===== src/rtl/fb_rect_writer_if.sv =====
`default_nettype none
// ============================================================================
// Module   : fb_rect_writer_if
// Purpose  : Bundles the rectangle command handshake, the framebuffer write
//            port and the status flags of fb_rect_writer.
// Ports    : none (signal bundle only)
//            cmd_valid/cmd_ready      command handshake
//            cmd_x/y/w/h/color        rectangle geometry and fill colour
//            write_en/addr/data       framebuffer write strobe, address, pixel
//            busy/done                status and one-cycle completion pulse
//            modport slave  : the rectangle writer side
//            modport master : the command issuer / framebuffer side
// Revision : 1.0 - initial release
// ============================================================================
interface fb_rect_writer_if;
    logic        cmd_valid;
    logic        cmd_ready;
    logic [9:0]  cmd_x;
    logic [8:0]  cmd_y;
    logic [9:0]  cmd_w;
    logic [8:0]  cmd_h;
    logic [23:0] cmd_color;
    logic        write_en;
    logic [18:0] write_addr;
    logic [23:0] write_data;
    logic        busy;
    logic        done;

    modport slave (
        input  cmd_valid,
        input  cmd_x,
        input  cmd_y,
        input  cmd_w,
        input  cmd_h,
        input  cmd_color,
        output cmd_ready,
        output write_en,
        output write_addr,
        output write_data,
        output busy,
        output done
    );

    modport master (
        output cmd_valid,
        output cmd_x,
        output cmd_y,
        output cmd_w,
        output cmd_h,
        output cmd_color,
        input  cmd_ready,
        input  write_en,
        input  write_addr,
        input  write_data,
        input  busy,
        input  done
    );
endinterface
`default_nettype wire


===== src/rtl/fb_rect_writer.sv =====
`default_nettype none
// ============================================================================
// Module   : fb_rect_writer
// Purpose  : Fills a clipped rectangle of a linear framebuffer with a solid
//            colour, issuing one pixel write per clock in raster order.
// Ports    : write_clk  - single rising-edge clock
//            rst_n      - asynchronous assert, active-low reset
//            bus        - fb_rect_writer_if.slave: command handshake
//                         (cmd_valid/cmd_ready, cmd_x/y/w/h/color),
//                         write port (write_en/addr/data), busy, done
// Params   : FB_WIDTH, FB_HEIGHT - framebuffer dimensions in pixels
// Revision : 1.0 - initial release
// ============================================================================
module fb_rect_writer #(
    parameter int FB_WIDTH  = 640,
    parameter int FB_HEIGHT = 480
) (
    input  logic            write_clk,
    input  logic            rst_n,
    fb_rect_writer_if.slave bus
);

    localparam logic [10:0] c_FB_W11 = 11'(FB_WIDTH);
    localparam logic [9:0]  c_FB_H10 = 10'(FB_HEIGHT);
    localparam logic [18:0] c_FB_W19 = 19'(FB_WIDTH);

    typedef enum logic [1:0] {
        S_IDLE   = 2'd0,
        S_CLIP   = 2'd1,
        S_DRAW   = 2'd2,
        S_FINISH = 2'd3
    } state_t;

    state_t      state_q,      state_d;
    logic [9:0]  x_q,          x_d;
    logic [8:0]  y_q,          y_d;
    logic [9:0]  w_q,          w_d;
    logic [8:0]  h_q,          h_d;
    logic [23:0] color_q,      color_d;
    logic [10:0] x_end_q,      x_end_d;
    logic [9:0]  y_end_q,      y_end_d;
    logic [10:0] col_q,        col_d;
    logic [9:0]  row_q,        row_d;
    logic [18:0] row_base_q,   row_base_d;
    logic        cmd_ready_q,  cmd_ready_d;
    logic        write_en_q,   write_en_d;
    logic [18:0] write_addr_q, write_addr_d;
    logic [23:0] write_data_q, write_data_d;
    logic        busy_q,       busy_d;
    logic        done_q,       done_d;

    logic [10:0] w_x_sum;
    logic [9:0]  w_y_sum;
    logic [10:0] w_x_end;
    logic [9:0]  w_y_end;
    logic        w_empty;
    logic [18:0] w_y_base;
    logic [10:0] w_col_inc;
    logic [9:0]  w_row_inc;
    logic [18:0] w_next_base;

    // Clipping: sums are one bit wider than the operands so they never wrap.
    always_comb begin
        w_x_sum = {1'b0, x_q} + {1'b0, w_q};
        w_y_sum = {1'b0, y_q} + {1'b0, h_q};
        w_x_end = (w_x_sum > c_FB_W11) ? c_FB_W11 : w_x_sum;
        w_y_end = (w_y_sum > c_FB_H10) ? c_FB_H10 : w_y_sum;
        // Covers W=0, H=0 and an origin already outside the framebuffer.
        w_empty = (w_x_end <= {1'b0, x_q}) || (w_y_end <= {1'b0, y_q});
    end

    // First row base y*FB_WIDTH formed as a sum of shifted copies of the
    // constant width, so only adders appear in the datapath.
    always_comb begin
        w_y_base = '0;
        for (int i = 0; i < 9; i++) begin
            if (y_q[i]) begin
                w_y_base = w_y_base + (c_FB_W19 << i);
            end
        end
    end

    always_comb begin
        w_col_inc   = col_q + 11'd1;
        w_row_inc   = row_q + 10'd1;
        w_next_base = row_base_q + c_FB_W19;
    end

    // Next-state and registered-output logic. Every output is computed for
    // the state being entered, so the flops present it during that state.
    always_comb begin
        state_d      = state_q;
        x_d          = x_q;
        y_d          = y_q;
        w_d          = w_q;
        h_d          = h_q;
        color_d      = color_q;
        x_end_d      = x_end_q;
        y_end_d      = y_end_q;
        col_d        = col_q;
        row_d        = row_q;
        row_base_d   = row_base_q;
        write_en_d   = 1'b0;
        write_addr_d = write_addr_q;
        write_data_d = write_data_q;
        done_d       = 1'b0;

        case (state_q)
            S_IDLE: begin
                if (bus.cmd_valid && cmd_ready_q) begin
                    x_d     = bus.cmd_x;
                    y_d     = bus.cmd_y;
                    w_d     = bus.cmd_w;
                    h_d     = bus.cmd_h;
                    color_d = bus.cmd_color;
                    state_d = S_CLIP;
                end
            end

            S_CLIP: begin
                x_end_d = w_x_end;
                y_end_d = w_y_end;
                if (w_empty) begin
                    state_d = S_FINISH;
                    done_d  = 1'b1;
                end else begin
                    state_d      = S_DRAW;
                    col_d        = {1'b0, x_q};
                    row_d        = {1'b0, y_q};
                    row_base_d   = w_y_base;
                    write_en_d   = 1'b1;
                    write_addr_d = w_y_base + {9'd0, x_q};
                    write_data_d = color_q;
                end
            end

            S_DRAW: begin
                // col_q/row_q name the pixel being written this cycle.
                if (w_col_inc < x_end_q) begin
                    col_d        = w_col_inc;
                    write_en_d   = 1'b1;
                    write_addr_d = row_base_q + {8'd0, w_col_inc};
                    write_data_d = color_q;
                end else if (w_row_inc < y_end_q) begin
                    col_d        = {1'b0, x_q};
                    row_d        = w_row_inc;
                    row_base_d   = w_next_base;
                    write_en_d   = 1'b1;
                    write_addr_d = w_next_base + {9'd0, x_q};
                    write_data_d = color_q;
                end else begin
                    state_d = S_FINISH;
                    done_d  = 1'b1;
                end
            end

            S_FINISH: begin
                state_d = S_IDLE;
            end

            default: begin
                state_d = S_IDLE;
            end
        endcase

        cmd_ready_d = (state_d == S_IDLE);
        busy_d      = (state_d != S_IDLE);
    end

    always_ff @(posedge write_clk or negedge rst_n) begin
        if (!rst_n) begin
            state_q      <= S_IDLE;
            x_q          <= '0;
            y_q          <= '0;
            w_q          <= '0;
            h_q          <= '0;
            color_q      <= '0;
            x_end_q      <= '0;
            y_end_q      <= '0;
            col_q        <= '0;
            row_q        <= '0;
            row_base_q   <= '0;
            cmd_ready_q  <= 1'b0;
            write_en_q   <= 1'b0;
            write_addr_q <= '0;
            write_data_q <= '0;
            busy_q       <= 1'b0;
            done_q       <= 1'b0;
        end else begin
            state_q      <= state_d;
            x_q          <= x_d;
            y_q          <= y_d;
            w_q          <= w_d;
            h_q          <= h_d;
            color_q      <= color_d;
            x_end_q      <= x_end_d;
            y_end_q      <= y_end_d;
            col_q        <= col_d;
            row_q        <= row_d;
            row_base_q   <= row_base_d;
            cmd_ready_q  <= cmd_ready_d;
            write_en_q   <= write_en_d;
            write_addr_q <= write_addr_d;
            write_data_q <= write_data_d;
            busy_q       <= busy_d;
            done_q       <= done_d;
        end
    end

    assign bus.cmd_ready  = cmd_ready_q;
    assign bus.write_en   = write_en_q;
    assign bus.write_addr = write_addr_q;
    assign bus.write_data = write_data_q;
    assign bus.busy       = busy_q;
    assign bus.done       = done_q;

endmodule
`default_nettype wire


===== src/flat_wrapper.sv =====
// flat-port wrapper written by rule: the top's interface ports become plain ports
module fb_rect_writer_flat 
#(
    parameter int FB_WIDTH  = 640,
    parameter int FB_HEIGHT = 480
)
  (write_clk, rst_n, bus_cmd_valid, bus_cmd_x, bus_cmd_y, bus_cmd_w, bus_cmd_h, bus_cmd_color, bus_cmd_ready, bus_write_en, bus_write_addr, bus_write_data, bus_busy, bus_done);
  fb_rect_writer_if bus_i ();
  input  logic write_clk;
  input  logic rst_n;
  input wire logic [$bits(bus_i.cmd_valid)-1:0] bus_cmd_valid;
  input wire logic [$bits(bus_i.cmd_x)-1:0] bus_cmd_x;
  input wire logic [$bits(bus_i.cmd_y)-1:0] bus_cmd_y;
  input wire logic [$bits(bus_i.cmd_w)-1:0] bus_cmd_w;
  input wire logic [$bits(bus_i.cmd_h)-1:0] bus_cmd_h;
  input wire logic [$bits(bus_i.cmd_color)-1:0] bus_cmd_color;
  output wire logic [$bits(bus_i.cmd_ready)-1:0] bus_cmd_ready;
  output wire logic [$bits(bus_i.write_en)-1:0] bus_write_en;
  output wire logic [$bits(bus_i.write_addr)-1:0] bus_write_addr;
  output wire logic [$bits(bus_i.write_data)-1:0] bus_write_data;
  output wire logic [$bits(bus_i.busy)-1:0] bus_busy;
  output wire logic [$bits(bus_i.done)-1:0] bus_done;
  assign bus_i.cmd_valid = bus_cmd_valid;
  assign bus_i.cmd_x = bus_cmd_x;
  assign bus_i.cmd_y = bus_cmd_y;
  assign bus_i.cmd_w = bus_cmd_w;
  assign bus_i.cmd_h = bus_cmd_h;
  assign bus_i.cmd_color = bus_cmd_color;
  assign bus_cmd_ready = bus_i.cmd_ready;
  assign bus_write_en = bus_i.write_en;
  assign bus_write_addr = bus_i.write_addr;
  assign bus_write_data = bus_i.write_data;
  assign bus_busy = bus_i.busy;
  assign bus_done = bus_i.done;
  fb_rect_writer #(.FB_WIDTH(FB_WIDTH), .FB_HEIGHT(FB_HEIGHT)) u_core (.write_clk(write_clk), .rst_n(rst_n), .bus(bus_i));
endmodule

===== config.mk =====
export PLATFORM = sky130hd
export DESIGN_NAME = fb_rect_writer_flat
export DESIGN_NICKNAME = d
export VERILOG_FILES = /design/src/rtl/fb_rect_writer_if.sv /design/src/rtl/fb_rect_writer.sv /design/src/flat_wrapper.sv
export SDC_FILE = /design/constraint.sdc
export NUM_CORES = 1
export LEC_CHECK = 0
export BUFFER_PORTS_ARGS = -buffer_cell sky130_fd_sc_hd__buf_2
export CORE_MARGIN = 1
export CORE_UTILIZATION = 25
export DETAILED_ROUTE_END_ITERATION = 12
export GPL_ROUTABILITY_DRIVEN = 1
export HOLD_SLACK_MARGIN = 0.06
export SYNTH_ARGS = -nofsm -noshare
export SYNTH_HDL_FRONTEND = slang
export SYNTH_SLANG_ARGS = --single-unit

===== constraint.sdc =====
create_clock -name write_clk -period 10.7 [get_ports write_clk]
set_input_delay 0.535 -clock write_clk [delete_from_list [all_inputs] [get_ports write_clk]]
set_output_delay 0.535 -clock write_clk [all_outputs]
set_load 0.03 [all_outputs]

==> impl_metrics.ini <==
[cts]
cts_resized = 0
numCtsBuffers = 17
clk_pin_slew_ns = 0.07
cts.sinks = 164
cts_setup_buffers = 0
clockRootBuffer = clkbuf_16
htreeDepth = 4
clk_latency_ns = 0.43
cts_tree = done
clockBufferDepth = 2
hold_buffers = 0

[final_layout]
diodes = 0
mostFrequentLayoutCell = dfrtp_1
final_cell_count_no_fill = 1796
syn_to_final_growth_pct = 15.12
drive_gt1_frac = 0.2345
finalNetCount = 1348
fillers = 4536
mostFrequentLayoutCells = dfrtp_1 (164), buf_2 (110), ha_1 (81)

[sta]
setup_viol = 0
tns_ns = 0
skew_ns = 0.009603
fmax_ghz = 0.1650
min_period_over_period = 0.5663
final-hold-violation-count = 0
slew_headroom = 0.1334
rsz0062_at_grt = no
worst_pin_slew_ns = 1.294
final.min_clock_period_ns = 6.059
hold_ws_ns = 0.07570
maxSlewViolCount = 0

[die]
die_h_um = 213.1
core_area_mm2 = 0.04346
ios = 112
dieArea_mm2 = 0.04539
die_x_um = 213.1
rows = 76
initial_core_util = 0.2562

[detailed_routing]
wl_um = 28430
vias = 8547
wire_per_inst_um = 15.83
vias_per_cell = 4.759
drcViolationCount = 0
detail-route-antenna-nets = 0
drt_pass1_iterations = 6
drt_iter0_markers = 419

[global_routing]
grt_pass1_vias = 8596
antenna_found_initial = 2
overflow = 0
grt_pass1_wl_um = 46330
grt_max_degree = 64
track_usage = 0.1302

[worst_setup_path]
cp-end-kind = flop
r2r_end = u_core.bus.write_data[23]
cp_cell_sequence = ha_1, inv_1, fa_1, nand2b_1, a211oi_2, o41a_1, mux2_4, nor2_4, nor2_1, nor2_1, nor2_1, ha_1, nand3_1, or3_1, nor2_1, a211o_1, a211oi_1, o21ai_0, and3_4, a21oi_4, nor2_8, buf_4, mux2_2
r2r_setup_slack_ns = 4.64
critical_path.slowest_cell = buf_4
cpMostUsedCell = nor2_1
max_stage_delay_ns = 0.57
arrival_ns = 6.37
cp-startpoint = u_core.x_q[0]
cp_max_fo = 30
critPathRequiredTime_ns = 11.01
crit_type = reg2reg
critPathLaunchType = flop
r2r_start = u_core.x_q[0]
rr_worst_depth = 23

[synth]
ys_seq_area_frac = 0.3685
synth_cell_types = 92
yosysWarnings = 0
synthesis.area_mm2 = 0.01114
synth_area_per_cell_um2 = 10.01
synth-main-ff-cell = dfrtp_1
synth_nets = 1262
syn_inst = 1113
synth_enable_flop_cells = 0
ys_ff_latch = 164
synth-async-reset-ratio = 1.000

[min_path]
hp-class = in2async

[placement]
dpl.cell_count = 1765
dp_hpwl_um = 21210
globalplace.congestion = 0.8902
numPortBuffers = 111

[run]
maxCapViolCount = 0

[status]
status = completed
synthesized netlist by cell type (all sizes together), types with 14 or more instances:
cell type / instances / area share
mux2: 108 / 0.12
xor2: 20 / 0.016
nor3: 22 / 0.0099
dfrtp: 164 / 0.37
clkbuf: 33 / 0.011
buf: 19 / 0.015
a21oi: 43 / 0.020
inv: 72 / 0.024
xnor2: 52 / 0.042
mux2i: 21 / 0.019
nor2: 74 / 0.027
o21ai: 82 / 0.037
nand2: 72 / 0.024
ha: 81 / 0.091
nand3: 30 / 0.013
o31ai: 14 / 0.011
critical path, delay by kind of cell, from the launching register on:
kind | cells | cell delay [ns]
buffers and inverters | 2 | 0.63
AO/OA/AOI/OAI | 6 | 0.92
AND/OR/NAND/NOR | 10 | 2.22
flip-flops | 1 | 0.43
adder cells (fa/ha/maj) | 3 | 0.95
multiplexers | 2 | 0.74
routing by layer:
layer	global-route usage	wire, µm	vias to the layer above
met5	0	26	-
met4	0.03448	318	4
met3	0.03103	1665	25
met2	0.2085	13050	213
met1	0.1743	13380	4132
li1	-	-	4173
registers in the layout, summed over array words and instances (netlist names):
register,flops
u_core.bus.busy,1
u_core.bus.cmd_ready,1
u_core.bus.done,1
u_core.bus.write_addr,19
u_core.bus.write_data,24
u_core.bus.write_en,1
u_core.col_q,10
u_core.color_q,24
u_core.h_q,9
u_core.row_base_q,12
u_core.row_q,10
u_core.state_q,2
u_core.w_q,10
u_core.x_end_q,11
u_core.x_q,10
u_core.y_end_q,10
u_core.y_q,9
final cells by class:
type	instances	area, µm²	area share
multi-input cells	823	6471	0.5048
flip-flops and latches	164	4104	0.3201
repair buffers	119	621.8	0.04851
inverters	74	277.8	0.02167
well taps	585	732.0	0.05710
clock inverters	12	180.2	0.01405
clock buffers	19	432.9	0.03377
worst max-delay path by stage:
stage	slack, ns	end
finish	4.64	u_core.bus.write_data[23]
floorplan	5.29	u_core.bus.write_addr[18]
detailed placement	4.64	u_core.bus.write_data[23]
global placement	4.83	u_core.bus.write_data[23]
global route	4.24	u_core.bus.write_data[23]
CTS	4.60	u_core.bus.write_data[23]
logic make-up (layout without fill, tap and decap cells):
| family | count (synthesis) | after routing | share of synthesized area |
|---|---|---|---|
| AO/OA/AOI/OAI | 255 | 255 | 0.1560 |
| XOR/XNOR | 72 | 72 | 0.05798 |
| adder cells (fa/ha/maj) | 84 | 84 | 0.09640 |
| buffers and inverters | 126 | 224 | 0.05146 |
| flip-flops | 164 | 164 | 0.3685 |
| multiplexers | 129 | 129 | 0.1419 |
| other | 1 | 1 | 0.0003368 |
| AND/OR/NAND/NOR | 282 | 282 | 0.1274 |
through the flow:
stage	cell area [µm²]	util	worst slack [ns]
6_report	12820	0.2950	4.641
5_1_grt	12820	0.2950	4.239
4_1_cts	12820	0.2950	4.602
3_5_place_dp	12210	0.2809	4.641
3_3_place_gp	12210	0.2809	4.829
2_1_floorplan	11140	-	5.291
Power is left out: the tool's default activity adds up to more than one toggle a clock period on the data nets, which glitch-free logic cannot reach.
